<file path="src/rtl/vend_controller.sv">
// Vending machine controller: coin credit accumulation, product vend handshake
// with ack timeout, and unit-by-unit change return.
module vend_controller #(
  parameter int CW    = 6,
  parameter int P_DEF = 3,
  parameter int TMO   = 255
) (
  input  logic          clk,
  input  logic          rst,
  input  logic          c5,
  input  logic          c10,
  input  logic          c25,
  input  logic          sel_v,
  input  logic [1:0]    sel_id,
  input  logic          cancel,
  input  logic          cfg_we,
  input  logic [1:0]    cfg_addr,
  input  logic [CW-1:0] cfg_price,
  output logic          vend_req,
  output logic [1:0]    vend_id,
  input  logic          vend_ack,
  output logic          chg_req,
  input  logic          chg_ack,
  output logic [CW-1:0] credit,
  output logic [1:0]    state,
  output logic          coin_rej,
  output logic          err
);

  typedef enum logic [1:0] {IDLE = 2'd0, CREDIT = 2'd1, VEND = 2'd2, CHANGE = 2'd3} state_t;

  localparam int TW = (TMO > 1) ? $clog2(TMO) : 1;

  state_t        st, st_nxt;
  logic [CW-1:0] credit_r, credit_nxt;
  logic [1:0]    vid_r, vid_nxt;
  logic [TW-1:0] cnt_r, cnt_nxt;
  logic          rej_r, rej_nxt, err_r, err_nxt;
  logic [CW-1:0] price [4];

  logic          coin_any, coin_ok, fundable;
  logic [CW+3:0] coin_sum;
  logic [CW-1:0] sel_price;

  // Widened so an overflowing coin sum is visible in the upper bits.
  function automatic logic [CW+3:0] coin_add(input logic [CW-1:0] base,
                                             input logic u1, input logic u2, input logic u5);
    logic [CW+3:0] s;
    s = {4'd0, base};
    if (u1) s = s + (CW+4)'(1);
    if (u2) s = s + (CW+4)'(2);
    if (u5) s = s + (CW+4)'(5);
    return s;
  endfunction

  assign coin_any  = c5 | c10 | c25;
  assign coin_sum  = coin_add(credit_r, c5, c10, c25);
  assign coin_ok   = coin_any && (coin_sum[CW+3:CW] == 4'd0);
  assign sel_price = price[sel_id];
  assign fundable  = sel_v && (sel_price != '0) && (credit_r >= sel_price);

  always_comb begin
    st_nxt     = st;
    credit_nxt = credit_r;
    vid_nxt    = vid_r;
    cnt_nxt    = cnt_r;
    rej_nxt    = 1'b0;
    err_nxt    = 1'b0;
    case (st)
      IDLE, CREDIT: begin
        if (coin_ok) begin
          credit_nxt = coin_sum[CW-1:0];
          st_nxt     = CREDIT;
        end else if (coin_any) begin
          rej_nxt = 1'b1;
        end
        if (st == CREDIT) begin
          if (fundable) begin
            credit_nxt = credit_nxt - sel_price;
            vid_nxt    = sel_id;
            cnt_nxt    = '0;
            st_nxt     = VEND;
          end else if (cancel) begin
            st_nxt = CHANGE;
          end
        end
      end
      VEND: begin
        rej_nxt = coin_any;
        if (vend_ack) begin
          st_nxt = (credit_r != '0) ? CHANGE : IDLE;
        end else if (cnt_r == TW'(TMO - 1)) begin
          // Dispenser never answered: refund the price and return it as change.
          credit_nxt = credit_r + price[vid_r];
          err_nxt    = 1'b1;
          st_nxt     = CHANGE;
        end else begin
          cnt_nxt = cnt_r + TW'(1);
        end
      end
      CHANGE: begin
        rej_nxt = coin_any;
        if (chg_ack) begin
          credit_nxt = credit_r - CW'(1);
          if (credit_r == CW'(1)) st_nxt = IDLE;
        end
      end
      default: st_nxt = IDLE;
    endcase
  end

  always_ff @(posedge clk) begin
    if (!rst) begin
      st       <= IDLE;
      credit_r <= '0;
      vid_r    <= '0;
      cnt_r    <= '0;
      rej_r    <= 1'b0;
      err_r    <= 1'b0;
      for (int i = 0; i < 4; i++) price[i] <= CW'(P_DEF);
    end else begin
      st       <= st_nxt;
      credit_r <= credit_nxt;
      vid_r    <= vid_nxt;
      cnt_r    <= cnt_nxt;
      rej_r    <= rej_nxt;
      err_r    <= err_nxt;
      if (cfg_we && (st == IDLE)) price[cfg_addr] <= cfg_price;
    end
  end

  assign vend_req = (st == VEND);
  assign chg_req  = (st == CHANGE);
  assign vend_id  = vid_r;
  assign credit   = credit_r;
  assign state    = st;
  assign coin_rej = rej_r;
  assign err      = err_r;

endmodule

</file>
<file path="config.mk">
export PLATFORM = sky130hd
export DESIGN_NAME = vend_controller
export DESIGN_NICKNAME = d
export VERILOG_FILES = /design/src/rtl/vend_controller.sv
export SDC_FILE = /design/constraint.sdc
export NUM_CORES = 1
export LEC_CHECK = 0
export ABC_AREA = 0
export CAP_MARGIN = 30
export CORE_MARGIN = 5
export CORE_UTILIZATION = 30
export CTS_BUF_LIST = sky130_fd_sc_hd__clkbuf_8
export DETAILED_ROUTE_END_ITERATION = 7
export PLACE_DENSITY = 0.44
export SETUP_SLACK_MARGIN = 0.15
export SLEW_MARGIN = 0
export SYNTH_ARGS = -nofsm -noshare
export SYNTH_HDL_FRONTEND = slang
export SYNTH_SLANG_ARGS = --single-unit
</file>
<file path="constraint.sdc">
create_clock -name clk -period 5.51 [get_ports clk]
set_input_delay 1.102 -clock clk [delete_from_list [all_inputs] [get_ports clk]]
set_output_delay 1.102 -clock clk [all_outputs]
set_load 0.005 [all_outputs]
</file>
# --- Word-level counts from Yosys, hierarchy flattened ---
# Memories as Yosys holds them, arrays and structs flattened. A register that Yosys moved wholly into a read port is not among the register bits.
# Index checks and enable logic that the tools add are counted.
op_classes:
  add_sub_neg: 7
  magnitude_cmp: 1
  n_eq_ne: 13
  muxes: 39
  n_bitwise: 4
  n_reduce_logical: 17
ops:
  columns: ["cell", "n"]
  rows:
  - ["$mux 6", 8]
  - ["$mux 8", 4]
  - ["$mux 2", 12]
  - ["$mux 10", 2]
  - ["$pmux 6 s3", 1]
  - ["$pmux 8 s2", 1]
  - ["$reduce_bool 6->1", 2]
  - ["$add 10x2->10 const B", 1]
  - ["$add 10x3->10 const B", 1]
  - ["$reduce_and 3->1", 3]
  - ["$add 8x1->8 const B", 1]
  - ["$eq 8x8->1 const B", 1]
  - ["$mux 1", 8]
  - ["$ne 2x2->1 const B", 4]
  - ["$add 6x1->7 const B", 1]
  - ["$mux 7", 1]
  - ["$add 6x6->6", 1]
  - ["$eq 6x1->1 const B", 1]
  - ["$ge 6x6->1", 1]
  - ["$ne 2x1->1 const B", 3]
  - ["$pmux 2 s3", 1]
  - ["$reduce_or 6->1", 1]
  - ["$sub 6x1->6 const B", 1]
  - ["$sub 6x6->6", 1]
  - ["13 further kinds", 20]
totals:
  regBits: 20
  ramBits: 24
  out_inout_bits: 14
  memories: 1
memory_table:
  columns: ["name", "words", "word_bits", "rd", "rd_clocked_by_memory_dff", "write_ports", "line", "source"]
  rows:
  - ["price", 4, 6, 2, 1, 4, "39", "logic [CW-1:0] price [4];"]

# --- Logic depth before layout (Yosys ltp) ---
depth:
  depth_word: 14
  mapped_depth: 23
  ltp_nobuf: 22

# --- Worst setup path before layout ---
# No wires, ideal clock.
synth_path:
  path_type: "input-to-reg"
  startpoint: "in c5"
  endpoint: "reg credit_r[5] (netlist: credit[5])"
  setup_time_ps: 62
  t_arrival_ps: 5012
  t_required_ps: 5448
  path_slack_ps: 435
  cell_stages: 19
  path_buffers: 1
  path_cell_list: "buf_4 mux2i_1 inv_1 ha_1 a221o_2 o211ai_2 nor2_1 a311oi_2 nand2_2 mux2_2 ha_1 o21ai_0 a21oi_1 o21a_1 or3_1 a21oi_2 xnor2_1 or4b_1 nand3_1"
synth_between:
  elab_chain_cells: 13
synth_lines:
  columns: ["element", "line", "source"]
  rows:
  - ["start: declaration", "10", "input logic c5,"]
  - ["$mux 7", "50", "if (u1) s = s + (CW+4)'(1);"]
  - ["$add 10x2->10", "51", "if (u2) s = s + (CW+4)'(2);"]
  - ["$mux 10", "51", null]
  - ["$add 10x3->10", "52", "if (u5) s = s + (CW+4)'(5);"]
  - ["$mux 10", "52", null]
  - ["$logic_not 4->1", "58", "assign coin_ok = coin_any && (coin_sum[CW+3:CW] == 4'd0);"]
  - ["$logic_and 1x1->1", "58", null]
  - ["$mux 6 *", "71", "if (coin_ok) begin"]
  - ["$mux 6 *", "69", "case (st)"]
  - ["$sub 6x6->6", "79", "credit_nxt = credit_nxt - sel_price;"]
  - ["$mux 6", "78", "if (fundable) begin"]
  - ["$mux 6 *", "77", "if (st == CREDIT) begin"]
  - ["$pmux 6 s3 *", "69", null]
  - ["end signal: assignment", "123", "credit_r <= credit_nxt;"]
  - ["end: declaration", "35", "logic [CW-1:0] credit_r, credit_nxt;"]
# Mark *: on every way between the ends. The rest lies on a longest branch, timed or not. The select of a mux whose other input is x is not followed.
# A chain may end at the register's enable or synchronous reset.

# --- Worst setup path after layout ---
layout_path:
  startpoint: "in c10"
  endpoint: "reg credit_r[5] (netlist: credit[5])"
layout_between:
  elab_chain_cells: 11
layout_lines:
  columns: ["element", "line", "source"]
  rows:
  - ["start: declaration", "11", "input logic c10,"]
  - ["$mux 10", "51", null]
  - ["$add 10x3->10", "52", null]
  - ["$mux 10", "52", null]
  - ["$logic_not 4->1", "58", null]
  - ["$logic_and 1x1->1", "58", null]
  - ["$mux 6 *", "71", null]
  - ["$mux 6 *", "69", null]
  - ["$sub 6x6->6", "79", null]
  - ["$mux 6", "78", null]
  - ["$mux 6 *", "77", null]
  - ["$pmux 6 s3 *", "69", null]
# Marks and branches as above.

==> impl_metrics.tcl <==
set metrics [dict create \
    num_vias 3023 \
    leakage_uw 0.00170 \
    fin_total_pwr_uw 1680 \
    cts_buffers 5 \
    rsz0062_at_grt "false" \
    max_cap_viol_count 0 \
    critical_path.cell_chain "clkdlybuf4s50_1 > buf_4 > nand3_1 > o22ai_1 > a2bb2oi_1 > a211oi_2 > a311oi_2 > nand2_2 > mux2_2 > ha_1 > o21ai_1 > a21oi_1 > o21a_1 > or3_1 > a21oi_2 > xnor2_1 > or4b_1 > nand3_1" \
    grt_pass1_vias 3152 \
    final_common_cell "clkdlybuf4s50_1" \
    cts_sinks 46 \
    timing.final.crit_share 0.895 \
    synth_edf_count 24 \
    antenna_cells 0 \
    clockBufferDepth 2 \
    postSynthAreaPerCell_um2 9.79 \
    crit_type "primary input to register" \
    die_height_um 122 \
    track_usage 0.137 \
    insertion_delay_ns 0.31 \
    synth.yosys.seq_area_share 0.310 \
    antenna_left 0 \
    hold_ws_ns 0.493 \
    cp.arrival_ns 5.19 \
    peakVddDrop_v 0.000139 \
    die_w_um 122 \
    area_growth_pct 17.9 \
    clock_skew_ns 0.0174 \
    antenna_found_initial 0 \
    wire_per_inst_um 16.3 \
    synth_xor_area_frac 0.0601 \
    critPathLaunch "c10" \
    slew_violations 0 \
    r2r_start "credit[1]" \
    clk_pin_slew_ns 0.10 \
    coreArea_mm2 0.0121 \
    grt_max_degree 26 \
    grt_pass1_wl_mm 16.1 \
    required_ns 5.77 \
    syn_inst 383 \
    final_cell_mix "clkdlybuf4s50_1 (32), edfxtp_1 (24), ha_1 (23)" \
    dr.pass1.iters 4 \
    synth_warnings 0 \
    status "finished, final reports clean" \
    synth-seq-cells 46 \
    nNetsFinal 473 \
    viasPerCell 5.06 \
    drive_gt1_frac 0.152 \
    crit_path_end_kind "register" \
    finalHoldViolCount 0 \
    cts_root_buffer "clkbuf_8" \
    setup_viol 0 \
    critPathMaxFanout 9 \
    fin_setup_tns_ns 0 \
    synth-simple-area-share 0.225 \
    synth_compound_area_frac 0.166 \
    slew-limit-headroom 0.441 \
    synth_cell_types 75 \
    muxShareOfSynthArea 0.0958 \
    cts_tree "done" \
    start_kind "primary input" \
    placed_area_mm2 0.00431 \
    tightestPinTransition_ns 0.838 \
    final_util 0.365 \
    fp-row-count 40 \
    synthFlopType "edfxtp_1" \
    stdcell_area_mm2 0.00442 \
    synth_top_family_by_area "simple AND/OR/NAND/NOR gates" \
    dieArea_mm2 0.0148 \
    slowest_delay_ns 0.68 \
    min_period_ns 4.93 \
    start_util 0.310 \
    synth_adder_area_share 0.0874 \
    place_congestion 0.897 \
    netlist_area_mm2 0.00375 \
    port_buffers 33 \
    worst_path_most_repeated_cell "nand3_1" \
    crit_slowest_cell "clkdlybuf4s50_1" \
    syn-num-nets 428 \
    wl_mm 9.70 \
    min_path_type "register to register" \
    grt-ovfl-total 0 \
    synthArstFlopShare 0 \
    io_pins 34 \
    place_hpwl_mm 7.66 \
    drc 0 \
    hold_start "cnt_r[5]" \
    fmaxAchievable_ghz 0.203 \
    drt_iter0_markers 176 \
    h-tree-depth 2 \
    p_per_area_mw_per_mm2 380 \
]
-- per-stage QoR --
stage          cells  setup WS (ns)
2_1_floorplan    383          0.435
3_3_place_gp     588         0.0130
3_5_place_dp     588        -0.0793
4_1_cts          596          0.220
5_1_grt          597          0.325
6_report         597          0.579
-- metal layers --
layer	wire length (um)	vias to the layer above	global-route usage
met2	4900	56	0.244
met5	0	-	0
li1	-	1515	-
met3	375	19	0.0265
met1	4230	1433	0.165
met4	199	0	0.0434
-- sequential cells by signal, summed over array words and instances (netlist names), named ones only --
register and flops:
cnt_r 8, coin_rej 1, credit 6, err 1, price 24, state 2, vend_id 2
-- report_power, final --
group	leakage [uW]	internal [uW]	switching [uW]
clock	0.0000493	88.1	125
combinational	0.00125	472	539
sequential	0.000402	396	61.8
-- synthesized netlist by cell type, types with 12 or more instances --
cell	number	share of area
o21ai_0	19	0.025
and2_1	16	0.027
nand2_1	21	0.021
xnor2_1	14	0.033
inv_1	18	0.018
a21oi_1	19	0.025
edfxtp_1	24	0.19
and3_1	12	0.020
ha_1	23	0.077
nand2b_1	18	0.030
dfxtp_1	22	0.12
nor2_1	22	0.022
-- worst max-delay path: cells and delay by family --
| family | cells | cell delay (ns) |
|---|---|---|
| multiplexers | 1 | 0.30 |
| AND/OR/NAND/NOR | 5 | 1.08 |
| buffers and inverters | 2 | 0.91 |
| adder cells (fa/ha/maj) | 1 | 0.30 |
| XOR/XNOR | 1 | 0.08 |
| AO/OA/AOI/OAI | 8 | 1.42 |
-- logic make-up after synthesis --
family,count (synthesis)
AO/OA/AOI/OAI,87
XOR/XNOR,24
adder cells (fa/ha/maj),25
buffers and inverters,36
flip-flops,46
multiplexers,20
AND/OR/NAND/NOR,145
-- final cells by class --
cell class	instances	area [um^2]
fillers	1261	7690
inverters	19	71.3
well taps	168	210
multi-input cells	301	2390
clock buffers	5	68.8
clock inverters	3	17.5
repair buffers	55	498
flip-flops and latches	46	1160
-- what timing repair did --
item / CTS / global route
gates resized for setup: 0 / 5
setup endpoints to repair: 0 / 2
hold buffers: 0 / 0
buffers inserted: 0 / 1
-- worst paths after layout --
| path | endpoint | slack [ns] | cells past startpoint |
|---|---|---|---|
| worst max-delay path | credit[5] | 0.58 | 18 |
| worst min-delay path | cnt_r[5] | 0.49 | 2 |
| worst max register to register | credit[5] | 0.76 | 20 |
| worst min register to register | cnt_r[5] | 0.49 | 2 |
Power figures use the tool's default switching activity.
